`config.mk`:
```
export PLATFORM = sky130hd
export DESIGN_NAME = acq_trigger_ctrl
export DESIGN_NICKNAME = d
export VERILOG_FILES = /design/src/rtl/acq_pkg.sv /design/src/rtl/acq_trigger_ctrl.sv
export SDC_FILE = /design/constraint.sdc
export NUM_CORES = 1
export LEC_CHECK = 0
export CAP_MARGIN = 20
export CORE_ASPECT_RATIO = 0.6
export CORE_MARGIN = 5
export CORE_UTILIZATION = 52
export DETAILED_ROUTE_END_ITERATION = 8
export PLACE_DENSITY = 0.81
export REMOVE_ABC_BUFFERS = 1
export SLEW_MARGIN = 20
export SYNTH_ARGS = -nofsm -noshare
export SYNTH_HDL_FRONTEND = slang
export SYNTH_SLANG_ARGS = --single-unit
```
`constraint.sdc`:
```
create_clock -name adc_clk -period 3.23 [get_ports adc_clk]
set_clock_uncertainty 0.15 [all_clocks]
set_input_delay 0.8075 -clock adc_clk [delete_from_list [all_inputs] [get_ports adc_clk]]
set_output_delay 0.8075 -clock adc_clk [all_outputs]
set_load 0.01 [all_outputs]
```
`src/rtl/acq_pkg.sv`:
```
// Shared types and default widths for the acquisition trigger controller.
package acq_pkg;

    localparam int unsigned AcqAw = 14;
    localparam int unsigned AcqDw = 14;

    typedef enum logic [1:0] {
        StIdle    = 2'd0,
        StPretrig = 2'd1,
        StArmed   = 2'd2,
        StCapture = 2'd3
    } acq_state_e;

endpackage

```
`src/rtl/acq_trigger_ctrl.sv`:
```
// Pre/post-trigger acquisition sequencer writing ADC samples into a circular capture RAM.
// Build option ACQ_TRIG_EDGE_EN: trigger on a rising edge of trig_in instead of its level.
module acq_trigger_ctrl
    import acq_pkg::*;
#(
    parameter int unsigned AW = AcqAw,
    parameter int unsigned DW = AcqDw
) (
    input  logic          adc_clk,
    input  logic          adc_rstn,
    input  logic          arm,
    input  logic          abort,
    input  logic          trig_in,
    input  logic [DW-1:0] adc_dat_a,
    input  logic [AW-1:0] pretrig_len,
    input  logic [AW-1:0] posttrig_len,
    output logic          wr_en,
    output logic [AW-1:0] wr_addr,
    output logic [DW-1:0] wr_data,
    output logic [AW-1:0] trig_addr,
    output logic          busy,
    output logic          done,
    output logic [1:0]    state
);

    localparam logic [AW-1:0] One = AW'(1);

    acq_state_e    state_q, state_d;
    logic [AW-1:0] pre_len_q, pre_len_d;
    logic [AW-1:0] post_len_q, post_len_d;
    logic [AW-1:0] cnt_q, cnt_d;
    logic [AW-1:0] wr_addr_q, wr_addr_d;
    logic [AW-1:0] trig_addr_q, trig_addr_d;
    logic [DW-1:0] wr_data_q;
    logic          wr_en_q, wr_en_d;
    logic          done_q, done_d;
    logic          busy_q, busy_d;
    logic          trig_hit;

`ifdef ACQ_TRIG_EDGE_EN
    logic trig_q;

    // Tracks trig_in in every state so a level held across arm never looks like an edge.
    always_ff @(posedge adc_clk or negedge adc_rstn) begin
        if (!adc_rstn) begin
            trig_q <= 1'b0;
        end else begin
            trig_q <= trig_in;
        end
    end

    assign trig_hit = trig_in & ~trig_q;
`else
    assign trig_hit = trig_in;
`endif

    always_comb begin
        state_d     = state_q;
        pre_len_d   = pre_len_q;
        post_len_d  = post_len_q;
        cnt_d       = cnt_q;
        trig_addr_d = trig_addr_q;
        wr_en_d     = 1'b0;
        done_d      = 1'b0;
        // The address register always shows the next free slot once a write has retired.
        wr_addr_d   = wr_en_q ? wr_addr_q + One : wr_addr_q;

        if (abort) begin
            state_d = StIdle;
        end else begin
            unique case (state_q)
                StIdle: begin
                    if (arm) begin
                        pre_len_d  = pretrig_len;
                        post_len_d = posttrig_len;
                        cnt_d      = '0;
                        state_d    = (pretrig_len == '0) ? StArmed : StPretrig;
                    end
                end
                StPretrig: begin
                    wr_en_d = 1'b1;
                    cnt_d   = cnt_q + One;
                    if (cnt_q + One == pre_len_q) begin
                        state_d = StArmed;
                    end
                end
                StArmed: begin
                    wr_en_d = 1'b1;
                    if (trig_hit) begin
                        trig_addr_d = wr_addr_d;
                        cnt_d       = post_len_q;
                        state_d     = StCapture;
                    end
                end
                StCapture: begin
                    if (cnt_q != '0) begin
                        wr_en_d = 1'b1;
                        cnt_d   = cnt_q - One;
                    end else begin
                        state_d = StIdle;
                        done_d  = 1'b1;
                    end
                end
                default: state_d = StIdle;
            endcase
        end

        busy_d = (state_d != StIdle);
    end

    always_ff @(posedge adc_clk or negedge adc_rstn) begin
        if (!adc_rstn) begin
            state_q     <= StIdle;
            pre_len_q   <= '0;
            post_len_q  <= '0;
            cnt_q       <= '0;
            wr_addr_q   <= '0;
            trig_addr_q <= '0;
            wr_data_q   <= '0;
            wr_en_q     <= 1'b0;
            done_q      <= 1'b0;
            busy_q      <= 1'b0;
        end else begin
            state_q     <= state_d;
            pre_len_q   <= pre_len_d;
            post_len_q  <= post_len_d;
            cnt_q       <= cnt_d;
            wr_addr_q   <= wr_addr_d;
            trig_addr_q <= trig_addr_d;
            wr_data_q   <= adc_dat_a;
            wr_en_q     <= wr_en_d;
            done_q      <= done_d;
            busy_q      <= busy_d;
        end
    end

    assign wr_en     = wr_en_q;
    assign wr_addr   = wr_addr_q;
    assign wr_data   = wr_data_q;
    assign trig_addr = trig_addr_q;
    assign busy      = busy_q;
    assign done      = done_q;
    assign state     = state_q;

endmodule
```
After elaboration in Yosys (flattened, before gate mapping)
Cells that the tools add are included.
{"block": "classes", "addsub": 3, "eq_ne": 7, "mux": 18, "bitwise": 1, "reduce_logical": 8}
{"operator": "2-to-1 mux 14 bit", "n": 4}
{"operator": "one-hot mux 14 bit (4 select lines)", "n": 1}
{"operator": "adder 14 x 1 -> 14 bit, second input constant", "n": 2}
{"operator": "== test 14 bit", "n": 1}
{"operator": "logical NOT 14 bit", "n": 1}
{"operator": "nonzero test 14 bit", "n": 1}
{"operator": "subtractor 14 x 1 -> 14 bit, second input constant", "n": 1}
{"operator": "2-to-1 mux 2 bit", "n": 6}
{"operator": "one-hot mux 2 bit (4 select lines)", "n": 1}
{"operator": "inequality test 2 bit, second input constant", "n": 3}
{"operator": "AND reduction 3 bit", "n": 2}
{"operator": "2-to-1 mux 1 bit", "n": 5}
{"operator": "== test 2 bit, second input constant", "n": 2}
{"operator": "AND reduction 4 bit", "n": 1}
{"operator": "== test 2 x 1 -> 1 bit, second input constant", "n": 1}
{"operator": "logical NOT 2 bit", "n": 1}
{"operator": "one-hot mux 1 bit (2 select lines)", "n": 1}
{"operator": "nonzero test 2 bit", "n": 1}
{"operator": "OR reduction 2 bit", "n": 1}
{"operator": "inverter 1 bit", "n": 1}
{"block": "word_totals", "reg_bits": 89, "out_inout_bits": 47, "wordCells": 47}

Logic depth before layout (Yosys ltp)
Gate-level depths: netlist (run 1).
{"block": "depth", "depth_word": 6, "mapped_depth": 9, "depth_no_buf": 8}

Least setup slack after synthesis (run 1)
OpenSTA, ideal clock, no wires.
{"block": "synth_path", "path_type": "register to register", "start": "register cnt_q[0]", "end": "register busy_q, in the netlist busy", "setup_time_ns": 0.069, "t_arrival_ns": 2.428, "required_time_ns": 3.011, "slack_ns": 0.584, "stages_incl_launch_ff": 10, "n_path_buf": 1, "period_less_slack_ns": 2.646, "cell_sequence": "dfrtp_1 > buf_2 > inv_1 > ha_1 > xor2_1 > a221oi_2 > o2111ai_1 > or4_4 > or4b_1 > nand3_1"}
{"block": "synth_between", "elab_chain_cells": 6, "elab_cells_between_ends": 8}
{"item": "from (decl)", "line": "acq_trigger_ctrl.sv:31", "rtl": "logic [AW-1:0] cnt_q, cnt_d;"}
{"item": "from (signal assigned)", "line": "acq_trigger_ctrl.sv:127", "rtl": "cnt_q <= cnt_d;"}
{"item": "adder 14 x 1 -> 14 bit", "line": "acq_trigger_ctrl.sv:83", "rtl": "if (cnt_q + One == pre_len_q) begin"}
{"item": "== test 14 bit", "line": "acq_trigger_ctrl.sv:83"}
{"item": "2-to-1 mux 2 bit", "line": "acq_trigger_ctrl.sv:83"}
{"item": "one-hot mux 2 bit (4 select lines) (*)", "line": "acq_trigger_ctrl.sv:71", "rtl": "unique case (state_q)"}
{"item": "2-to-1 mux 2 bit (*)", "line": "acq_trigger_ctrl.sv:68", "rtl": "if (abort) begin"}
{"item": "nonzero test 2 bit (*)", "line": "acq_trigger_ctrl.sv:108", "rtl": "busy_d = (state_d != StIdle);"}
{"item": "net busy_d", "line": "acq_trigger_ctrl.sv:37", "rtl": "logic busy_q, busy_d;"}
{"item": "to (signal assigned)", "line": "acq_trigger_ctrl.sv:133", "rtl": "busy_q <= busy_d;"}
{"item": "to (decl)", "line": "acq_trigger_ctrl.sv:37"}
The timed path passes the listed nets; every way through them passes the cells marked *.
A chain may end at the register's enable or synchronous reset.

Worst setup path after layout (run 1)
Same ends and word-level chain as after synthesis.

==> results of run 1 <==
## routing by layer
layer	wire length (um)	track usage (%)
met5	0	0
met4	191	5.51
met3	1660	10.4
met2	5630	33.7
met1	5840	35.6
## area by class of cell
cell class,instances,area (um^2)
Clock buffer,10,239
Clock inverter,6,65.1
Fill cell,650,2610
Inverter,13,48.8
Multi-Input combinational cell,296,2220
Sequential cell,89,2230
Tap cell,112,140
Timing Repair Buffer,107,1050
## power by group
group / internal, W / switching, W
logic: 0.000864 / 0.000934
registers: 0.00139 / 0.000332
clock network: 0.000623 / 0.000448
## per-stage QoR
stage | util (%) | setup slack [ns] | instances
after floorplan | - | -0.105 | 398
after global placement | 66.1 | 0.322 | 617
after detailed placement | 66.1 | 0.243 | 617
after CTS | 69.7 | 0.331 | 633
after global routing | 69.7 | 0.124 | 633
final | 69.7 | 0.246 | 633
## sequential cells by signal (all words and copies together) (netlist names)
signal	count
busy	1
cnt_q	14
done	1
post_len_q	14
pre_len_q	14
state	2
trig_addr	14
wr_addr	14
wr_data	14
wr_en	1
## layout by cell type (no fill, tap or decap), drive strengths merged, types with 5 or more instances in the layout
cell,netlist,routed
nor2,26,26
nor2b,6,6
a22o,5,5
nand2,22,22
nor4,7,7
mux2,43,43
nor3,12,12
xor2,11,11
inv,13,15
xnor2,15,15
a21oi,13,13
clkbuf,12,10
nand4,7,7
nand3,15,15
nand2b,5,5
and3,8,8
buf,14,15
clkdlybuf4s50,0,92
o21ai,22,22
dfrtp,89,89
ha,9,9
## worst reg2reg max path: stages (launching register included)
cell       delay [ns]
dfrtp_1          0.50
ha_1             0.35
and3_1           0.45
nand3_2          0.18
o2bb2ai_1        0.18
or4_4            0.51
or4b_1           0.53
nand3_1          0.08
## final timing paths
| path | depth (start not counted) | end | start | slack [ns] |
|---|---|---|---|---|
| hold reg to reg | 1 | wr_addr[13] | wr_addr[13] | 0.34 |
| setup / recovery | 7 | busy | cnt_q[0] | 0.25 |
| hold / removal | 1 | wr_addr[13] | wr_addr[13] | 0.34 |
| setup reg to reg | 7 | busy | cnt_q[0] | 0.25 |
| min in group asynchronous | 1 | post_len_q[13] | adc_rstn | 0.36 |
| max in group asynchronous | 2 | wr_addr[7] | adc_rstn | 1.93 |
## cells by family after synthesis
group / after synthesis / synth area share [%]
AO/OA/AOI/OAI: 88 / 13.6
XOR/XNOR: 28 / 5.93
flip-flops: 89 / 48.2
AND/OR/NAND/NOR: 126 / 14.8
buffers and inverters: 39 / 3.85
multiplexers: 45 / 11.2
adder cells (fa/ha/maj): 9 / 2.44
==> results by group, run 1 <==
STA
  • Least-Margin Pin Slew: 0.680 ns
  • Final Max Tran Viols: 0
  • Number of failing hold endpoints at the final stage: 0
  • Period utilisation layout: 92.4%
  • Fmax: 335 MHz
  • Tmin final: 2.98 ns
  • Sum of negative setup slack: 0 ns
  • Final setup violation count: 0
  • RSZ-0062 raised after global routing: no
  • Hold WS: 0.342 ns
  • Slew HR: 54.6%

Clocking
  • Clock buffer depth: 2
  • Post-CTS sizing: 0
  • H-tree depth: 3
  • Worst-Skew Late Latency: 0.34 ns
  • Clock Sink Count: 89
  • Postcts setup bufs: 0
  • CTS tree: done
  • Total CTS buffers: 9
  • CTS Hold Bufs: 0
  • Root buffer cell: clkbuf_16
  • Clk slew on worst S/H paths: 0.07 ns

Drt
  • Routed WL: 13.3 mm
  • Post-route ant nets: 0
  • First drt pass iteration count: 5
  • Via count: 3943
  • WL per Instance: 21.0 um
  • Via-per-instance ratio: 6.23
  • DR DRC count: 0
  • Initial DRC count: 507

Critical path
  • Cell family with most CP delay: simple AND/OR/NAND/NOR gates
  • Worst Setup Start Kind: flip-flop
  • Crit path capture type: flip-flop
  • Worst path bufs/invs: 0
  • Critical path's slowest cell: or4b_1
  • Crit-path max cell delay: 0.53 ns
  • Max FO, Critical Path: 8
  • CP arrival: 3.12 ns
  • Crit-path cells: ha_1 -> and3_1 -> nand3_2 -> o2bb2ai_1 -> or4_4 -> or4b_1 -> nand3_1
  • Critical path class: reg2reg
  • CP required: 3.36 ns

Yosys
  • Most frequent cell after synthesis: dfrtp_1
  • Sequential area share after synthesis: 48.2%
  • Top cells by area, synth: dfrtp_1 (48%), mux2_2 (10%), xnor2_1 (2.8%)
  • Synth Register Bits: 89
  • Commonest cells in the netlist: dfrtp_1 (89), mux2_2 (43), nor2_1 (26)
  • Number of flops mapped to enable cells by yosys: 0
  • Netlist cell types: 65
  • Synthesized area: 0.00462 mm^2
  • Synth Flop Type: dfrtp_1
  • Top-area cell type share of the netlist area: 48.2%
  • Syn Area/Cell: 10.9 um^2
  • Post-synth ARST share: 100%
  • Largest area contributor in the netlist: dfrtp_1
  • Synth Instances: 424
  • Synth Warn #: 0

Finish
  • Area delta synth->final: 29.5%
  • Finished Cell Area: 0.00598 mm^2
  • Antenna diode count: 0
  • Layout cells sized above 1: 15.5%
  • Layout Nets: 572

GRT
  • Initial antenna violation count: 0
  • Largest net degree at the start of global routing: 54
  • GRT Total Usage: 24.4%
  • Vias in the first global route: 3923
  • Gr ovfl total: 0
  • First-pass GRT wire length: 21.5 mm

Placed design
  • DP Area: 0.00568 mm^2
  • Routability cong.: 0.951
  • Port bufs: 93
  • Dpl hpwl: 9.62 mm

Pwr
  • P_leak: 2.50 nW
  • Power Total: 0.00459 W
  • PwrDens: 768 mW/mm^2
  • Worst vdd ir: 0.354 mV

Floorplanning
  • Site Rows: 26
  • IO Count: 94
  • Initial core utilization: 53.8%
  • Die area: 0.0109 mm^2
  • Die width: 132 um
  • Core area: 0.00859 mm^2
  • Die Span Y: 83.0 um

Hold path
  • Hold Path Class: reg2reg

Run
  • Max Cap Viol: 0

Outcome
  • Status: finished, final reports clean
Power figures use the tool's default switching activity.
==> run 2, diff against run 1 <==
Settings changed: CORE_MARGIN 5 to not set.
==> results by group, run 2 (synthesis gave the netlist of run 1 again) <==
Drt
  • First drt pass iteration count: 5 (unchanged)
  • DR DRC count: 0 (unchanged)
  • Post-route ant nets: 0 (unchanged)
  • Via count: 3858 (was 3943)
  • Via-per-instance ratio: 6.10 (was 6.23)
  • Initial DRC count: 347 (was 507)
  • WL per Instance: 19.6 um (was 21.0 um)
  • Routed WL: 12.4 mm (was 13.3 mm)

Placed design
  • Port bufs: 93 (unchanged)
  • DP Area: 0.00567 mm^2 (was 0.00568 mm^2)
  • Dpl hpwl: 9.02 mm (was 9.62 mm)
  • Routability cong.: 0.958 (was 0.951)
  • Placed insts: 616 (was 617)

Critical path
  • Worst Setup Start Kind: flip-flop (unchanged)
  • Worst-case reg-to-reg path depth: 7 (unchanged)
  • Max FO, Critical Path: 8 (unchanged)
  • CP required: 3.36 ns (about the same)
  • Crit path launch: cnt_q[0] (unchanged)
  • Worst reg2reg endpoint: busy (unchanged)
  • Worst R2R Setup Slack: 0.29 ns (was 0.25 ns)
  • Crit path capture type: flip-flop (unchanged)
  • Reg-to-Reg Start: cnt_q[0] (unchanged)
  • Critical path class: reg2reg (unchanged)
  • CP arrival: 3.07 ns (was 3.12 ns)

Floorplanning
  • IO Count: 94 (unchanged)
  • Die width: 124 um (was 132 um)
  • Die Span Y: 75.0 um (was 83.0 um)
  • Initial core utilization: 54.0% (was 53.8%)
  • Core area: 0.00856 mm^2 (was 0.00859 mm^2)
  • Die area: 0.00928 mm^2 (was 0.0109 mm^2)
  • Site Rows: 26 (unchanged)

STA
  • Final setup violation count: 0 (unchanged)
  • Tmin final: 2.94 ns (was 2.98 ns)
  • Fmax: 340 MHz (was 335 MHz)
  • RSZ-0062 raised after global routing: no (unchanged)
  • Period utilisation layout: 91.0% (was 92.4%)
  • Least-Margin Pin Slew: 0.643 ns (was 0.680 ns)
  • Final Max Tran Viols: 0 (unchanged)
  • Number of failing hold endpoints at the final stage: 0 (unchanged)
  • Slew HR: 56.8% (was 54.6%)

GRT
  • Gr ovfl total: 0 (unchanged)
  • Largest net degree at the start of global routing: 50 (was 54)
  • Vias in the first global route: 3606 (was 3923)
  • First-pass GRT wire length: 19.2 mm (was 21.5 mm)
  • GRT Total Usage: 28.1% (was 24.4%)
  • Initial antenna violation count: 0 (unchanged)

Finish
  • Antenna diode count: 0 (unchanged)
  • Layout cells sized above 1: 15.4% (was 15.5%)
  • Area delta synth->final: 30.3% (was 29.5%)
  • Layout Nets: 571 (was 572)
  • Non-Filler Instances: 632 (was 633)
  • Commonest cells after routing, fill and taps aside: clkdlybuf4s50_1 (92), dfrtp_1 (89), mux2_2 (43) (unchanged)
  • Most common cell after layout, fill and taps aside: clkdlybuf4s50_1 (unchanged)
  • # fillers: 625 (was 650)
  • Finished Cell Area: 0.00602 mm^2 (was 0.00598 mm^2)

Clocking
  • CTS Hold Bufs: 0 (unchanged)
  • CTS tree: done (unchanged)
  • Total CTS buffers: 9 (unchanged)
  • Clock Sink Count: 89 (unchanged)
  • H-tree depth: 3 (unchanged)
  • Postcts setup bufs: 0 (unchanged)
  • Clk slew on worst S/H paths: 0.07 ns (about the same)
  • Root buffer cell: clkbuf_16 (unchanged)
  • Worst-Skew Late Latency: 0.34 ns (about the same)
  • Clock buffer depth: 2 (unchanged)
  • Post-CTS sizing: 0 (unchanged)

Outcome
  • Status: finished, final reports clean (unchanged)

Pwr
  • Worst vdd ir: 0.401 mV (was 0.354 mV)
  • P_leak: 2.52 nW (was 2.50 nW)
  • PwrDens: 781 mW/mm^2 (was 768 mW/mm^2)

Hold path
  • Hold Path Class: in2async (was reg2reg)

Run
  • Max Cap Viol: 0 (unchanged)
==> run 2: cell types whose count changed in the layout (fill, tap and decap cells not counted), sizes merged <==
cell / before / now
clkinv: 2 / 1
bufinv: 1 / 3
inv: 15 / 16
clkbuf: 10 / 9
buf: 15 / 14
clkinvlp: 1 / 0
==> run 2: power by group <==
group / leakage, nW / internal, W / total, W / switching, W
Sequential: 1.14 / 0.00139 / 0.00172 / 0.000330
Clock: 0.172 / 0.000766 / 0.00123 / 0.000464
Combinational: 1.21 / 0.000859 / 0.00175 / 0.000891
Total: 2.52 / 0.00302 / 0.00470 / 0.00169
==> run 2: critical path, cell delays in order, from the launching register on <==
cell	delay [ns]
dfrtp_1	0.50
ha_1	0.35
and3_1	0.43
nand3_2	0.16
o2bb2ai_1	0.17
or4_4	0.50
or4b_1	0.53
nand3_1	0.09
==> run 2: worst max-delay path by stage <==
stage                      to  slack, ns
floorplan           cnt_q[13]      -0.11
global placement         busy       0.25
detailed placement       busy       0.23
CTS                      busy       0.34
global route             busy       0.12
finish                   busy       0.29
==> run 2: area by class of cell <==
cell class | count | area [um^2] | area share (%)
sequential | 89 | 2230 | 37.0
clock buffer | 9 | 225 | 3.74
clock inverter | 7 | 124 | 2.06
multi-input combinational | 296 | 2220 | 36.8
timing repair buffer | 106 | 1040 | 17.2
inverter | 13 | 48.8 | 0.810
tap | 112 | 140 | 2.33
==> run 2: per-stage QoR <==
step           worst slack (ns)  power (W)  TNS [ns]  hold WS (ns)  utilization [%]
5_1_grt                   0.120    0.00497         0         0.378             70.4
4_1_cts                   0.340    0.00468         0         0.360             70.4
3_5_place_dp              0.226    0.00345         0         0.343             66.3
2_1_floorplan            -0.105    0.00277    -0.512         0.329                -
6_report                  0.290    0.00470         0         0.347             70.4
3_3_place_gp              0.248    0.00338         0         0.321             66.3
==> run 2: layer usage <==
metal	wire length [um]	part of all wire [%]	GRT usage (%)
met1	5690	46	41.0
met3	1400	11	9.47
met5	0	0	0
met2	5190	42	40.4
met4	132	1.1	5.89
